--- src/rtl/uart_bcd_pkg.sv ---
// rtl/uart_bcd_pkg.sv - shared types, constants and helpers for the UART BCD receiver
//
// Contents:
//   DATA_BITS, BCD_DIGITS : frame payload width and number of BCD nibbles produced
//   uart_rx_state_t       : receiver FSM states (ST_PARITY only when UART_PARITY_EN is defined)
//   tick_divisor()        : clocks per oversample tick, truncated
//   digit_count()         : number of significant decimal digits of a byte
package uart_bcd_pkg;

    localparam int DATA_BITS  = 8;
    localparam int BCD_DIGITS = 3;

    typedef enum logic [2:0] {
        ST_IDLE,
        ST_START,
        ST_DATA,
`ifdef UART_PARITY_EN
        ST_PARITY,
`endif
        ST_STOP,
        ST_CONV,
        ST_DONE
    } uart_rx_state_t;

    // Result must be >= 2 for the tick generator to produce isolated pulses.
    function automatic int tick_divisor(input int clk_freq, input int baud, input int oversample);
        return clk_freq / (baud * oversample);
    endfunction

    // Zero still shows one digit; the display blanks only on n == 0.
    function automatic logic [3:0] digit_count(input logic [DATA_BITS-1:0] value);
        if (value >= 8'd100) begin
            return 4'd3;
        end else if (value >= 8'd10) begin
            return 4'd2;
        end else begin
            return 4'd1;
        end
    endfunction

endpackage

--- src/rtl/bin2bcd_seq.sv ---
// rtl/bin2bcd_seq.sv - sequential shift-add-3 binary to BCD converter
//
// Ports:
//   clk    : clock, rising edge
//   reset  : asynchronous active-low reset
//   start  : one-cycle pulse; captures bin and clears the BCD accumulator
//   bin    : DATA_BITS-wide binary input, sampled on start
//   bcd    : 4*BCD_DIGITS-wide result, valid while done is high and until the next start
//   done   : one-cycle pulse after the last of DATA_BITS shifts (DATA_BITS cycles after start)
module bin2bcd_seq
    import uart_bcd_pkg::*;
(
    input  logic                      clk,
    input  logic                      reset,
    input  logic                      start,
    input  logic [DATA_BITS-1:0]      bin,
    output logic [4*BCD_DIGITS-1:0]   bcd,
    output logic                      done
);

    localparam int CW = $clog2(DATA_BITS);

    logic [DATA_BITS-1:0]    sr;
    logic [CW-1:0]           cnt;
    logic                    running;
    logic [4*BCD_DIGITS-1:0] adj;

    // Add 3 to every nibble >= 5 so the following left shift carries correctly into the next decade.
    always_comb begin
        adj = bcd;
        for (int i = 0; i < BCD_DIGITS; i++) begin
            if (bcd[4*i +: 4] >= 4'd5) begin
                adj[4*i +: 4] = bcd[4*i +: 4] + 4'd3;
            end
        end
    end

    always_ff @(posedge clk or negedge reset) begin
        if (!reset) begin
            sr      <= '0;
            cnt     <= '0;
            running <= 1'b0;
            bcd     <= '0;
            done    <= 1'b0;
        end else begin
            done <= 1'b0;
            if (start) begin
                sr      <= bin;
                bcd     <= '0;
                cnt     <= '0;
                running <= 1'b1;
            end else if (running) begin
                bcd <= {adj[4*BCD_DIGITS-2:0], sr[DATA_BITS-1]};
                sr  <= {sr[DATA_BITS-2:0], 1'b0};
                cnt <= cnt + CW'(1);
                if (cnt == CW'(DATA_BITS - 1)) begin
                    running <= 1'b0;
                    done    <= 1'b1;
                end
            end
        end
    end

endmodule

--- src/rtl/uart_bcd_receiver.sv ---
// rtl/uart_bcd_receiver.sv - UART byte receiver driving a decimal digit bus
//
// Optional build macro: UART_PARITY_EN (8E1 framing, adds parity_err output).
//
// Ports:
//   clk        : system clock, rising edge
//   reset      : asynchronous active-low reset
//   rxd        : UART line, idles high, asynchronous to clk
//   clear      : synchronous request to blank the digit outputs
//   n          : number of significant digits (0 = blank, 1..3)
//   num1..num4 : thousands, hundreds, tens, ones digits (num1 always 0)
//   data_ready : one-cycle pulse when the digits update
//   busy       : high whenever the receiver is not idle
//   frame_err  : one-cycle pulse on a low stop bit
//   parity_err : one-cycle pulse on even-parity failure (UART_PARITY_EN only)
module uart_bcd_receiver
    import uart_bcd_pkg::*;
#(
    parameter int CLK_FREQ   = 50_000_000,
    parameter int BAUD       = 9600,
    parameter int OVERSAMPLE = 16
) (
    input  logic       clk,
    input  logic       reset,
    input  logic       rxd,
    input  logic       clear,
    output logic [3:0] n,
    output logic [3:0] num1,
    output logic [3:0] num2,
    output logic [3:0] num3,
    output logic [3:0] num4,
    output logic       data_ready,
    output logic       busy,
    output logic       frame_err
`ifdef UART_PARITY_EN
    ,
    output logic       parity_err
`endif
);

    localparam int DIV = tick_divisor(CLK_FREQ, BAUD, OVERSAMPLE);
    localparam int TW  = (DIV > 2) ? $clog2(DIV) : 1;
    localparam int SW  = $clog2(OVERSAMPLE);
    localparam int BW  = $clog2(DATA_BITS);

    localparam logic [TW-1:0] TICK_LAST = TW'(DIV - 1);
    localparam logic [SW-1:0] HALF_LAST = SW'(OVERSAMPLE / 2 - 1);
    localparam logic [SW-1:0] FULL_LAST = SW'(OVERSAMPLE - 1);
    localparam logic [BW-1:0] IDX_LAST  = BW'(DATA_BITS - 1);

    uart_rx_state_t          state;
    logic                    rxd_m;
    logic                    rxd_s;
    logic [TW-1:0]           tick_cnt;
    logic                    tick;
    logic [SW-1:0]           s_cnt;
    logic [BW-1:0]           bit_idx;
    logic [DATA_BITS-1:0]    shreg;
    logic                    err_wait;
    logic                    conv_start;
    logic [4*BCD_DIGITS-1:0] conv_bcd;
    logic                    conv_done;
    logic                    mid_bit;
    logic                    byte_ok;
`ifdef UART_PARITY_EN
    logic                    par_bad;
`endif

    // Two-flop synchroniser; idles at 1 so reset never looks like a start bit.
    always_ff @(posedge clk or negedge reset) begin
        if (!reset) begin
            rxd_m <= 1'b1;
            rxd_s <= 1'b1;
        end else begin
            rxd_m <= rxd;
            rxd_s <= rxd_m;
        end
    end

    // Free-running tick, re-phased on the falling start edge so samples land mid-bit.
    assign tick = (tick_cnt == TICK_LAST);

    always_ff @(posedge clk or negedge reset) begin
        if (!reset) begin
            tick_cnt <= '0;
        end else if ((state == ST_IDLE) && !rxd_s) begin
            tick_cnt <= '0;
        end else if (tick) begin
            tick_cnt <= '0;
        end else begin
            tick_cnt <= tick_cnt + TW'(1);
        end
    end

    assign busy    = (state != ST_IDLE);
    assign mid_bit = tick && (s_cnt == FULL_LAST);

`ifdef UART_PARITY_EN
    assign byte_ok = !par_bad;
`else
    assign byte_ok = 1'b1;
`endif

    // Converter is loaded on the very edge that samples a good stop bit, so the
    // eight shifts line up exactly with the eight CONV cycles.
    assign conv_start = (state == ST_STOP) && !err_wait && mid_bit && rxd_s && byte_ok;

    bin2bcd_seq u_bin2bcd (
        .clk   (clk),
        .reset (reset),
        .start (conv_start),
        .bin   (shreg),
        .bcd   (conv_bcd),
        .done  (conv_done)
    );

    always_ff @(posedge clk or negedge reset) begin
        if (!reset) begin
            state      <= ST_IDLE;
            s_cnt      <= '0;
            bit_idx    <= '0;
            shreg      <= '0;
            err_wait   <= 1'b0;
            n          <= 4'd0;
            num1       <= 4'd0;
            num2       <= 4'd0;
            num3       <= 4'd0;
            num4       <= 4'd0;
            data_ready <= 1'b0;
            frame_err  <= 1'b0;
`ifdef UART_PARITY_EN
            par_bad    <= 1'b0;
            parity_err <= 1'b0;
`endif
        end else begin
            data_ready <= 1'b0;
            frame_err  <= 1'b0;
`ifdef UART_PARITY_EN
            parity_err <= 1'b0;
`endif
            if (clear) begin
                n    <= 4'd0;
                num1 <= 4'd0;
                num2 <= 4'd0;
                num3 <= 4'd0;
                num4 <= 4'd0;
            end

            case (state)
                ST_IDLE: begin
                    if (!rxd_s) begin
                        state <= ST_START;
                        s_cnt <= '0;
                    end
                end

                ST_START: begin
                    if (tick) begin
                        if (s_cnt == HALF_LAST) begin
                            s_cnt   <= '0;
                            bit_idx <= '0;
                            // A line already back high at mid start bit is a glitch, not a frame.
                            state   <= rxd_s ? ST_IDLE : ST_DATA;
                        end else begin
                            s_cnt <= s_cnt + SW'(1);
                        end
                    end
                end

                ST_DATA: begin
                    if (tick) begin
                        if (s_cnt == FULL_LAST) begin
                            s_cnt   <= '0;
                            shreg   <= {rxd_s, shreg[DATA_BITS-1:1]};
                            bit_idx <= bit_idx + BW'(1);
                            if (bit_idx == IDX_LAST) begin
`ifdef UART_PARITY_EN
                                state <= ST_PARITY;
`else
                                state <= ST_STOP;
`endif
                            end
                        end else begin
                            s_cnt <= s_cnt + SW'(1);
                        end
                    end
                end

`ifdef UART_PARITY_EN
                ST_PARITY: begin
                    if (tick) begin
                        if (s_cnt == FULL_LAST) begin
                            s_cnt      <= '0;
                            par_bad    <= ^{shreg, rxd_s};
                            parity_err <= ^{shreg, rxd_s};
                            state      <= ST_STOP;
                        end else begin
                            s_cnt <= s_cnt + SW'(1);
                        end
                    end
                end
`endif

                ST_STOP: begin
                    if (err_wait) begin
                        // Hold off until the line idles so a break cannot look like a new start bit.
                        if (rxd_s) begin
                            err_wait <= 1'b0;
                            state    <= ST_IDLE;
                        end
                    end else if (tick) begin
                        if (s_cnt == FULL_LAST) begin
                            s_cnt <= '0;
                            if (!rxd_s) begin
                                frame_err <= 1'b1;
                                err_wait  <= 1'b1;
                            end else if (conv_start) begin
                                bit_idx <= '0;
                                state   <= ST_CONV;
                            end else begin
                                state <= ST_IDLE;
                            end
                        end else begin
                            s_cnt <= s_cnt + SW'(1);
                        end
                    end
                end

                ST_CONV: begin
                    bit_idx <= bit_idx + BW'(1);
                    if (bit_idx == IDX_LAST) begin
                        state <= ST_DONE;
                    end
                end

                ST_DONE: begin
                    state <= ST_IDLE;
                    // A simultaneous clear wins: outputs stay blank and no update is announced.
                    if (!clear && conv_done) begin
                        n          <= digit_count(shreg);
                        num1       <= 4'd0;
                        num2       <= conv_bcd[11:8];
                        num3       <= conv_bcd[7:4];
                        num4       <= conv_bcd[3:0];
                        data_ready <= 1'b1;
                    end
                end

                default: begin
                    state <= ST_IDLE;
                end
            endcase
        end
    end

endmodule

--- config.mk ---
export PLATFORM = sky130hd
export DESIGN_NAME = uart_bcd_receiver
export DESIGN_NICKNAME = d
export VERILOG_FILES = /design/src/rtl/uart_bcd_pkg.sv /design/src/rtl/bin2bcd_seq.sv /design/src/rtl/uart_bcd_receiver.sv
export SDC_FILE = /design/constraint.sdc
export NUM_CORES = 1
export LEC_CHECK = 0
export BUFFER_PORTS_ARGS = -buffer_cell sky130_fd_sc_hd__buf_2
export CORE_ASPECT_RATIO = 1.2
export CORE_MARGIN = 2
export CORE_UTILIZATION = 50
export CTS_CLUSTER_SIZE = 16
export DETAILED_ROUTE_END_ITERATION = 16
export PLACE_DENSITY_LB_ADDON = 0.12
export SLEW_MARGIN = 20
export SYNTH_ARGS = -nofsm -noshare
export SYNTH_HDL_FRONTEND = slang
export SYNTH_SLANG_ARGS = --single-unit
--- constraint.sdc ---
create_clock -name clk -period 2.3 [get_ports clk]
set_input_delay 0.115 -clock clk [delete_from_list [all_inputs] [get_ports clk]]
set_output_delay 0.115 -clock clk [all_outputs]
set_load 0.02 [all_outputs]
# == Word level (Yosys, flattened, before mapping) ==
# Cells that the tools add are included.
# totals
regBits,77
latch_bits,0
ram_bits,0
rom_bits,0
in_bits,4
out_inout_bits,23
elab_cells,150
n_memories,0
# classes
n_addsub,7
n_mul,0
n_div,0
order_cmp,5
eq_ne,26
shifts,0
mux,74
n_bitwise,0
reduce_logical,18
# ops
op,n
two-way mux 4 bit,23
two-way mux 3 bit,25
two-way mux 12 bit,2
!= test 2 bit (second input constant),12
two-way mux 9 bit,2
two-way mux 8 bit,2
one-hot mux 4 bit (4 select lines),1
one-hot mux 3 bit (5 select lines),1
two-way mux 1 bit,14
equality test 3 bit (second input constant),4
greater-or-equal comparator 4 x 3 -> 1 bit (second input constant),3
one-hot mux 3 bit (4 select lines),1
AND reduction 11 bit,1
AND reduction 10 bit,1
adder 9 x 1 -> 9 bit (second input constant),1
equality test 9 bit (second input constant),1
!= test 3 bit (second input constant),3
adder 4 x 2 -> 4 bit (second input constant),2
greater-or-equal comparator 8 x 4 -> 1 bit (second input constant),1
greater-or-equal comparator 8 x 7 -> 1 bit (second input constant),1
nonzero test 4 bit,2
adder 3 x 1 -> 3 bit (second input constant),2
equality test 3 x 2 -> 1 bit (second input constant),2
logical AND 1 bit,6
other kinds (13),17

# == Longest topological paths before layout ==
# Gate-level depths: netlist of run 1.
# logic_depth
word_depth,10
ltp_mapped,9
mapped_depth_nobuf,7

# == Modules after synthesis ==
# A second synthesis of run 1 with hierarchy kept.
# hier_totals
cells_unflattened,366
area_unflattened_um2,3714.8
# modules_own_cells
mod,n_inst,cells_each,area_per_inst_um2,seq_area_each_um2
uart_bcd_receiver,1,233,2379.8,1303.8
bin2bcd_seq,1,133,1335.0,625.6

# == Worst setup path after synthesis of run 1 ==
# OpenSTA, ideal clock, no wires.
# synth_path
path_kind,flip-flop to flip-flop
from,register tick_cnt[0]
to,register state[0]
setup_time_ns,0.125
arrival_time_ns,2.068
t_required_ns,2.175
path_slack_ns,0.107
path_stages_with_launch,8
path_buffers,0
synth_period_minus_slack_ns,2.193
cell_sequence,dfrtp_1 > inv_1 > ha_1 > nand4bb_4 > nor3_2 > mux2_1 > or4_4 > mux2_4
# synth_between
elab_chain_len,3
elab_cells_between_ends,6
cone_classes,5 x eq/ne; 1 x reduce/logical
# synth_rtl
item,line,text
from (decl),uart_bcd_receiver.sv:54,logic [TW-1:0] tick_cnt;
from (signal assigned),uart_bcd_receiver.sv:91,tick_cnt <= tick_cnt + TW'(1);
equality test 9 bit *,uart_bcd_receiver.sv:81,assign tick = (tick_cnt == TICK_LAST);
!= test 4 bit (no source line) (tied with other cells),--,
AND reduction 11 bit (no source line) *,--,
to (signal assigned),uart_bcd_receiver.sv:163,state <= rxd_s ? ST_IDLE : ST_DATA;
to (decl),uart_bcd_receiver.sv:51,uart_rx_state_t state;
# Mark *: on every way between the ends. The rest lies on a longest branch, timed or not.
# A chain may end at the register's enable or synchronous reset.

# == Worst setup path after layout of run 1 ==
# Same ends and word-level chain as after synthesis.

==> impl_metrics.json, run 1 <==
{
  "timing.rr.start": "tick_cnt[0]$_DFF_PN0_",
  "wl_per_cell_um": 13.99,
  "synthFlopType": "dfrtp_1",
  "syn-num-nets": 369,
  "setup_viol": 0,
  "drt.antenna.violating_nets": 0,
  "max_stage_delay_ns": 0.51,
  "max_slew.worst_pin.slew_ns": 0.9560,
  "syn2layout_area_growth_pct": 13.03,
  "cts_buffers": 9,
  "antenna_cells": 0,
  "seq_area_mm2": 0.001929,
  "finClkSkew_ns": 0.008032,
  "hold_violations": 0,
  "grt_usage_pct": 18.33,
  "post_cts.repair.setup_buffers": 0,
  "yosysUniqueCellTypes": 50,
  "multi_input_area_mm2": 0.001655,
  "yosys_warnings": 0,
  "tns_ns": 0,
  "synthArstFlopShare_pct": 100.0,
  "rsz0062_at_grt": "false",
  "row_count": 34,
  "grt_pass1_wl_mm": 11.65,
  "cp.arrival_ns": 2.41,
  "synth_cells": 352,
  "gp_congestion": 0.8621,
  "syn_area_mm2": 0.003706,
  "critPathLaunchType": "flip-flop",
  "drt_wl_total_mm": 6.689,
  "hold_path.startpoint": "clear",
  "htree_levels": 3,
  "synth_seq_cells": 77,
  "layoutNonFillerInstCount": 478,
  "crit_chain": "inv_1 -> ha_1 -> nand4bb_4 -> buf_4 -> nor2_2 -> o22ai_1 -> or4_4 -> mux2_4",
  "crit_path_end_kind": "flip-flop",
  "io_buffers": 26,
  "status": "finished clean",
  "r2r_slack_ns": 0.11,
  "vdd_drop_max_mv": 0.4105,
  "slew_viol_final": 0,
  "cp_max_fo": 4,
  "drv_cap": 0,
  "worstSetupPathType": "flip-flop to flip-flop",
  "hold_class": "input pin to flip-flop",
  "holdPathStages": 3,
  "cp_slowest_cell": "or4_4",
  "drc": 0,
  "finalCritPeriodShare_pct": 95.25,
  "cts_buffer_depth": 2,
  "start_util_pct": 51.25,
  "cp.required_ns": 2.52,
  "regToRegEndpoint": "state[0]$_DFFE_PN0P_",
  "hold_ws_ns": 0.2322,
  "leakagePower_uw": 0.002028,
  "dieArea_mm2": 0.008119,
  "die_w_um": 82.59,
  "power_density_mw_per_mm2": 594.4,
  "grt_max_degree": 78,
  "slew_headroom_pct": 36.27,
  "clock_latency_ns": 0.34,
  "ys_seq_area_share_pct": 52.06,
  "n_fill_cell": 640,
  "cts_tree": "yes",
  "fin_crit_ns": 2.191,
  "grt_pass1_vias": 2561,
  "place_inst": 460,
  "antenna_found_initial": 0,
  "post_drt_via_cell_ratio": 5.351,
  "num_vias": 2558,
  "avgSynthCellArea_um2": 10.53,
  "clk_pin_slew_worst_paths_ns": 0.08,
  "drive_above_1_share_pct": 17.53,
  "core_mm2": 0.007232,
  "detail_route.iter0.violations": 136,
  "fp.dieH_um": 98.31,
  "cts_sinks": 77,
  "synth-edff-count": 0,
  "finalPower_uw": 2490,
  "hpwl_mm": 4.497,
  "first_pass_iters": 4,
  "hold_path_end": "num4[2]$_DFF_PN0_",
  "max_freq_mhz": 456.4,
  "grt_overflow_total": 0,
  "rr_worst_depth": 8,
  "final_nets": 400,
  "root_buffer": "clkbuf_8",
  "io_pins": 27
}
-- layer usage --
layer  track usage (%)  part of all wire (%)
met5                 0                     0
met4             7.188                  0.85
met3             3.512                   3.3
met2             30.52                    50
met1             23.16                    46
-- flip-flops by register name, summed over array words and instances (netlist names), 3 cells and up --
register	count
u_bin2bcd.cnt	3
tick_cnt	9
num1	4
shreg	8
n	4
num3	4
u_bin2bcd.bcd	12
bit_idx	3
num2	4
u_bin2bcd.sr	8
num4	4
state	3
s_cnt	4
-- area by class of cell --
class,instances,area share [%]
inverters,16,1.434
flip-flops and latches,77,46.06
repair buffers,35,5.197
multi-input cells,244,39.52
clock buffers,9,2.957
well taps,90,2.688
clock inverters,7,2.151
-- synthesized netlist by cell type, drive strengths merged (2+ instances only) --
cell type / number / area [um^2]
o21ai: 25 / 125.1
o211ai: 3 / 22.52
dfstp: 2 / 52.55
o22ai: 2 / 12.51
mux2: 11 / 131.4
mux2i: 19 / 190.2
nand3b: 15 / 116.4
and3: 2 / 12.51
clkbuf: 7 / 26.28
a21o: 4 / 30.03
ha: 13 / 162.7
nor4: 2 / 12.51
dfrtp: 75 / 1877
xnor2: 11 / 96.34
nor2: 28 / 107.6
xor2: 4 / 35.03
and2: 7 / 43.80
nand4bb: 2 / 43.80
a21oi: 14 / 70.07
nor3: 5 / 30.03
nand2: 40 / 150.1
nand2b: 12 / 75.07
nand3: 11 / 55.05
buf: 8 / 46.29
inv: 15 / 56.30
-- worst max-delay path, delay by kind of cell (launching register included) --
family                     cells  cell delay [ns]
buffers and inverters          2             0.26
adders and majority gates      1             0.20
DFF                            1             0.41
muxes                          1             0.31
AOI/OAI and AO/OA              1             0.11
and+or+nand+nor                3             0.79
-- kinds of logic after synthesis --
kind of cell / after synthesis / synth area share (%)
and+or+nand+nor: 130 / 18.81
adders and majority gates: 13 / 4.389
muxes: 30 / 8.677
AOI/OAI and AO/OA: 56 / 8.947
buffers and inverters: 31 / 3.578
xor gates and xnor gates: 15 / 3.545
DFF: 77 / 52.06
-- worst max-delay path by stage --
stage                                     start                   end  cells after the start
final                     tick_cnt[0]$_DFF_PN0_  state[0]$_DFFE_PN0P_                      8
after detailed placement  tick_cnt[0]$_DFF_PN0_  state[0]$_DFFE_PN0P_                      7
after global placement    tick_cnt[0]$_DFF_PN0_  state[0]$_DFFE_PN0P_                      7
after global routing      tick_cnt[1]$_DFF_PN0_  state[1]$_DFFE_PN0P_                      8
after floorplan           tick_cnt[0]$_DFF_PN0_  state[0]$_DFFE_PN0P_                      7
after CTS                 tick_cnt[0]$_DFF_PN0_  state[0]$_DFFE_PN0P_                      7
-- where the power goes --
group	switching, uW	internal, uW	total (uW)
Sequential	2.86	1360	1360
Clock	487	605	1090
Combinational	30.4	9.35	39.7
Total	520	1970	2490
-- what timing repair did --
item | CTS | global route
resized for setup | 0 | 2
setup endpoints to repair | 0 | 2
hold buffers | 2 | 0
endpoints found under the hold margin | 76 | 0
-- through the flow --
stage | util (%) | instance area, um^2 | setup WS (ns)
floorplan | - | 3706 | 0.1067
global placement | 54.53 | 3944 | 0.09798
detailed placement | 54.53 | 3944 | 0.04564
CTS | 57.77 | 4178 | 0.03868
global route | 57.92 | 4189 | 0.02532
finish | 57.92 | 4189 | 0.1092
-- layout by cell type (no fill, tap or decap), drive strengths merged, types with 2 or more instances in the layout --
cell type	count
a21oi	14
o211ai	3
dfrtp	75
xnor2	11
nand2b	12
and2	7
nand3	11
o21ai	25
clkbuf	9
and3	2
nand4bb	2
mux2	11
nand2	40
dfstp	2
clkinvlp	2
ha	13
mux2i	19
a21o	4
bufinv	2
xor2	4
clkinv	4
o22ai	2
buf	33
dlygate4sd3	2
nor2	28
inv	15
nor3	5
nor4	2
nand3b	15
Power figures use the tool's default switching activity.
==> run 2, diff against run 1 <==
REMOVE_ABC_BUFFERS = 1   (was default)
==> impl_metrics.json, run 2 (synthesis results as in run 1) <==
{
  "htree_levels": 3,
  "grt_max_degree": 78,
  "grt_pass1_wl_mm": 11.31,
  "core_mm2": 0.007232,
  "post_cts.repair.setup_buffers": 0,
  "slew_headroom_pct": 66.98,
  "hold_class": "input pin to flip-flop",
  "drt.antenna.violating_nets": 0,
  "cp_slowest_cell": "or4_4",
  "max_stage_delay_ns": 0.44,
  "leakagePower_uw": 0.002042,
  "layoutNonFillerInstCount": 478,
  "n_fill_cell": 657,
  "fp.dieH_um": 98.31,
  "max_freq_mhz": 454.1,
  "grt_pass1_vias": 2481,
  "dieArea_mm2": 0.008119,
  "clk_pin_slew_worst_paths_ns": 0.08,
  "hold_violations": 0,
  "cp.arrival_ns": 2.44,
  "drv_cap": 0,
  "place_inst": 460,
  "status": "finished clean",
  "fin_crit_ns": 2.202,
  "root_buffer": "clkbuf_8",
  "num_vias": 2564,
  "largest_reg_flops": 12,
  "worstSetupPathType": "flip-flop to flip-flop",
  "grt_usage_pct": 18.11,
  "first_pass_iters": 4,
  "critPathLaunchType": "flip-flop",
  "finClkSkew_ns": 0.009927,
  "cts_tree": "yes",
  "layout_common_cells": "75 x dfrtp_1, 40 x nand2_1, 27 x nor2_1",
  "crit_path_end_kind": "flip-flop",
  "finalPower_uw": 2544,
  "drive_above_1_share_pct": 17.53,
  "drt_wl_total_mm": 6.591,
  "antenna_cells": 0,
  "detail_route.iter0.violations": 201,
  "rsz0062_at_grt": "false",
  "io_pins": 27,
  "crit_chain": "ha_1 -> nand3_2 -> nor3_4 -> mux2_1 -> or4_4 -> mux2_4",
  "syn2layout_area_growth_pct": 13.74,
  "row_count": 34,
  "cp_max_fo": 4,
  "cp.required_ns": 2.54,
  "die_w_um": 82.59,
  "path_delay_family": "simple AND/OR/NAND/NOR gates",
  "layout_commonest_cell": "dfrtp_1",
  "reg_top3": "u_bin2bcd.bcd (12), tick_cnt (9)",
  "hpwl_mm": 4.361,
  "cts_buffers": 9,
  "post_drt_via_cell_ratio": 5.364,
  "clock_latency_ns": 0.35,
  "setup_viol": 0,
  "fin_util_pct": 58.29,
  "tns_ns": 0,
  "drc": 0,
  "final_nets": 400,
  "slew_viol_final": 0,
  "gp_congestion": 0.8001,
  "start_util_pct": 51.25,
  "largest_register": "u_bin2bcd.bcd",
  "power_density_mw_per_mm2": 603.5,
  "max_slew.worst_pin.slew_ns": 0.4920,
  "wl_per_cell_um": 13.79,
  "cts_sinks": 77,
  "cts_buffer_depth": 2,
  "finalCritPeriodShare_pct": 95.74,
  "vdd_drop_max_mv": 0.3562,
  "cp_num_buf_inv": 0,
  "grt_overflow_total": 0,
  "antenna_found_initial": 0,
  "io_buffers": 26
}
run 2: stage by stage:
stage                     setup WS [ns]  instance area [um^2]  hold WS [ns]
after global placement          0.09391                  3956        0.1690
after global routing            0.01699                  4215        0.2424
after floorplan                  0.1067                  3633       -0.1806
final                           0.09795                  4215        0.2128
after detailed placement        0.06254                  3956        0.1708
after CTS                       0.04689                  4202        0.1958
run 2: repair_timing:
action / in CTS / in global routing
endpoints found under the setup margin: 0 / 2
gates resized for setup: 0 / 3
hold buffers: 2 / 0
endpoints found under the hold margin: 76 / 0
run 2: worst paths after layout:
check                                        to  slack [ns]  depth (start not counted)            startpoint
max                        state[0]$_DFFE_PN0P_         0.1                          6  s_cnt[0]$_DFFE_PN0P_
min                           num3[3]$_DFF_PN0_        0.21                          3                 clear
max reg2reg                state[0]$_DFFE_PN0P_         0.1                          6  s_cnt[0]$_DFFE_PN0P_
min reg2reg                     rxd_s$_DFF_PN1_        0.36                          0       rxd_m$_DFF_PN1_
max in group asynchronous       rxd_m$_DFF_PN1_        1.61                          3                 reset
min in group asynchronous     num3[0]$_DFF_PN0_        0.31                          3                 reset
run 2: per-layer routing:
metal  vias to the layer above  GRT usage, %  share of wire, %
met5                         -             0                 0
met4                         0         9.458               2.7
met3                        13         3.604               3.5
met2                        52         27.23                46
met1                      1229         24.53                48
li1                       1270             -                 -
run 2: final cells by class:
class | count | area (um^2) | area share (%)
clock inverter | 4 | 70.07 | 1.662
tap | 90 | 112.6 | 2.671
clock buffer | 12 | 155.1 | 3.681
inverter | 16 | 60.06 | 1.425
timing repair buffer | 35 | 230.2 | 5.462
multi-input combinational | 244 | 1658 | 39.33
sequential | 77 | 1929 | 45.77
run 2: tightest hold or removal path, stage by stage:
cell and delay [ns]:
buf_2 0.23, nand3b_1 0.14, nand2_1 0.05
run 2: where the power goes:
part	internal (uW)	switching [uW]	leakage, uW
Combinational	12.9	31.2	0.000871
Sequential	1360	2.81	0.00105
Clock	667	473	0.000116
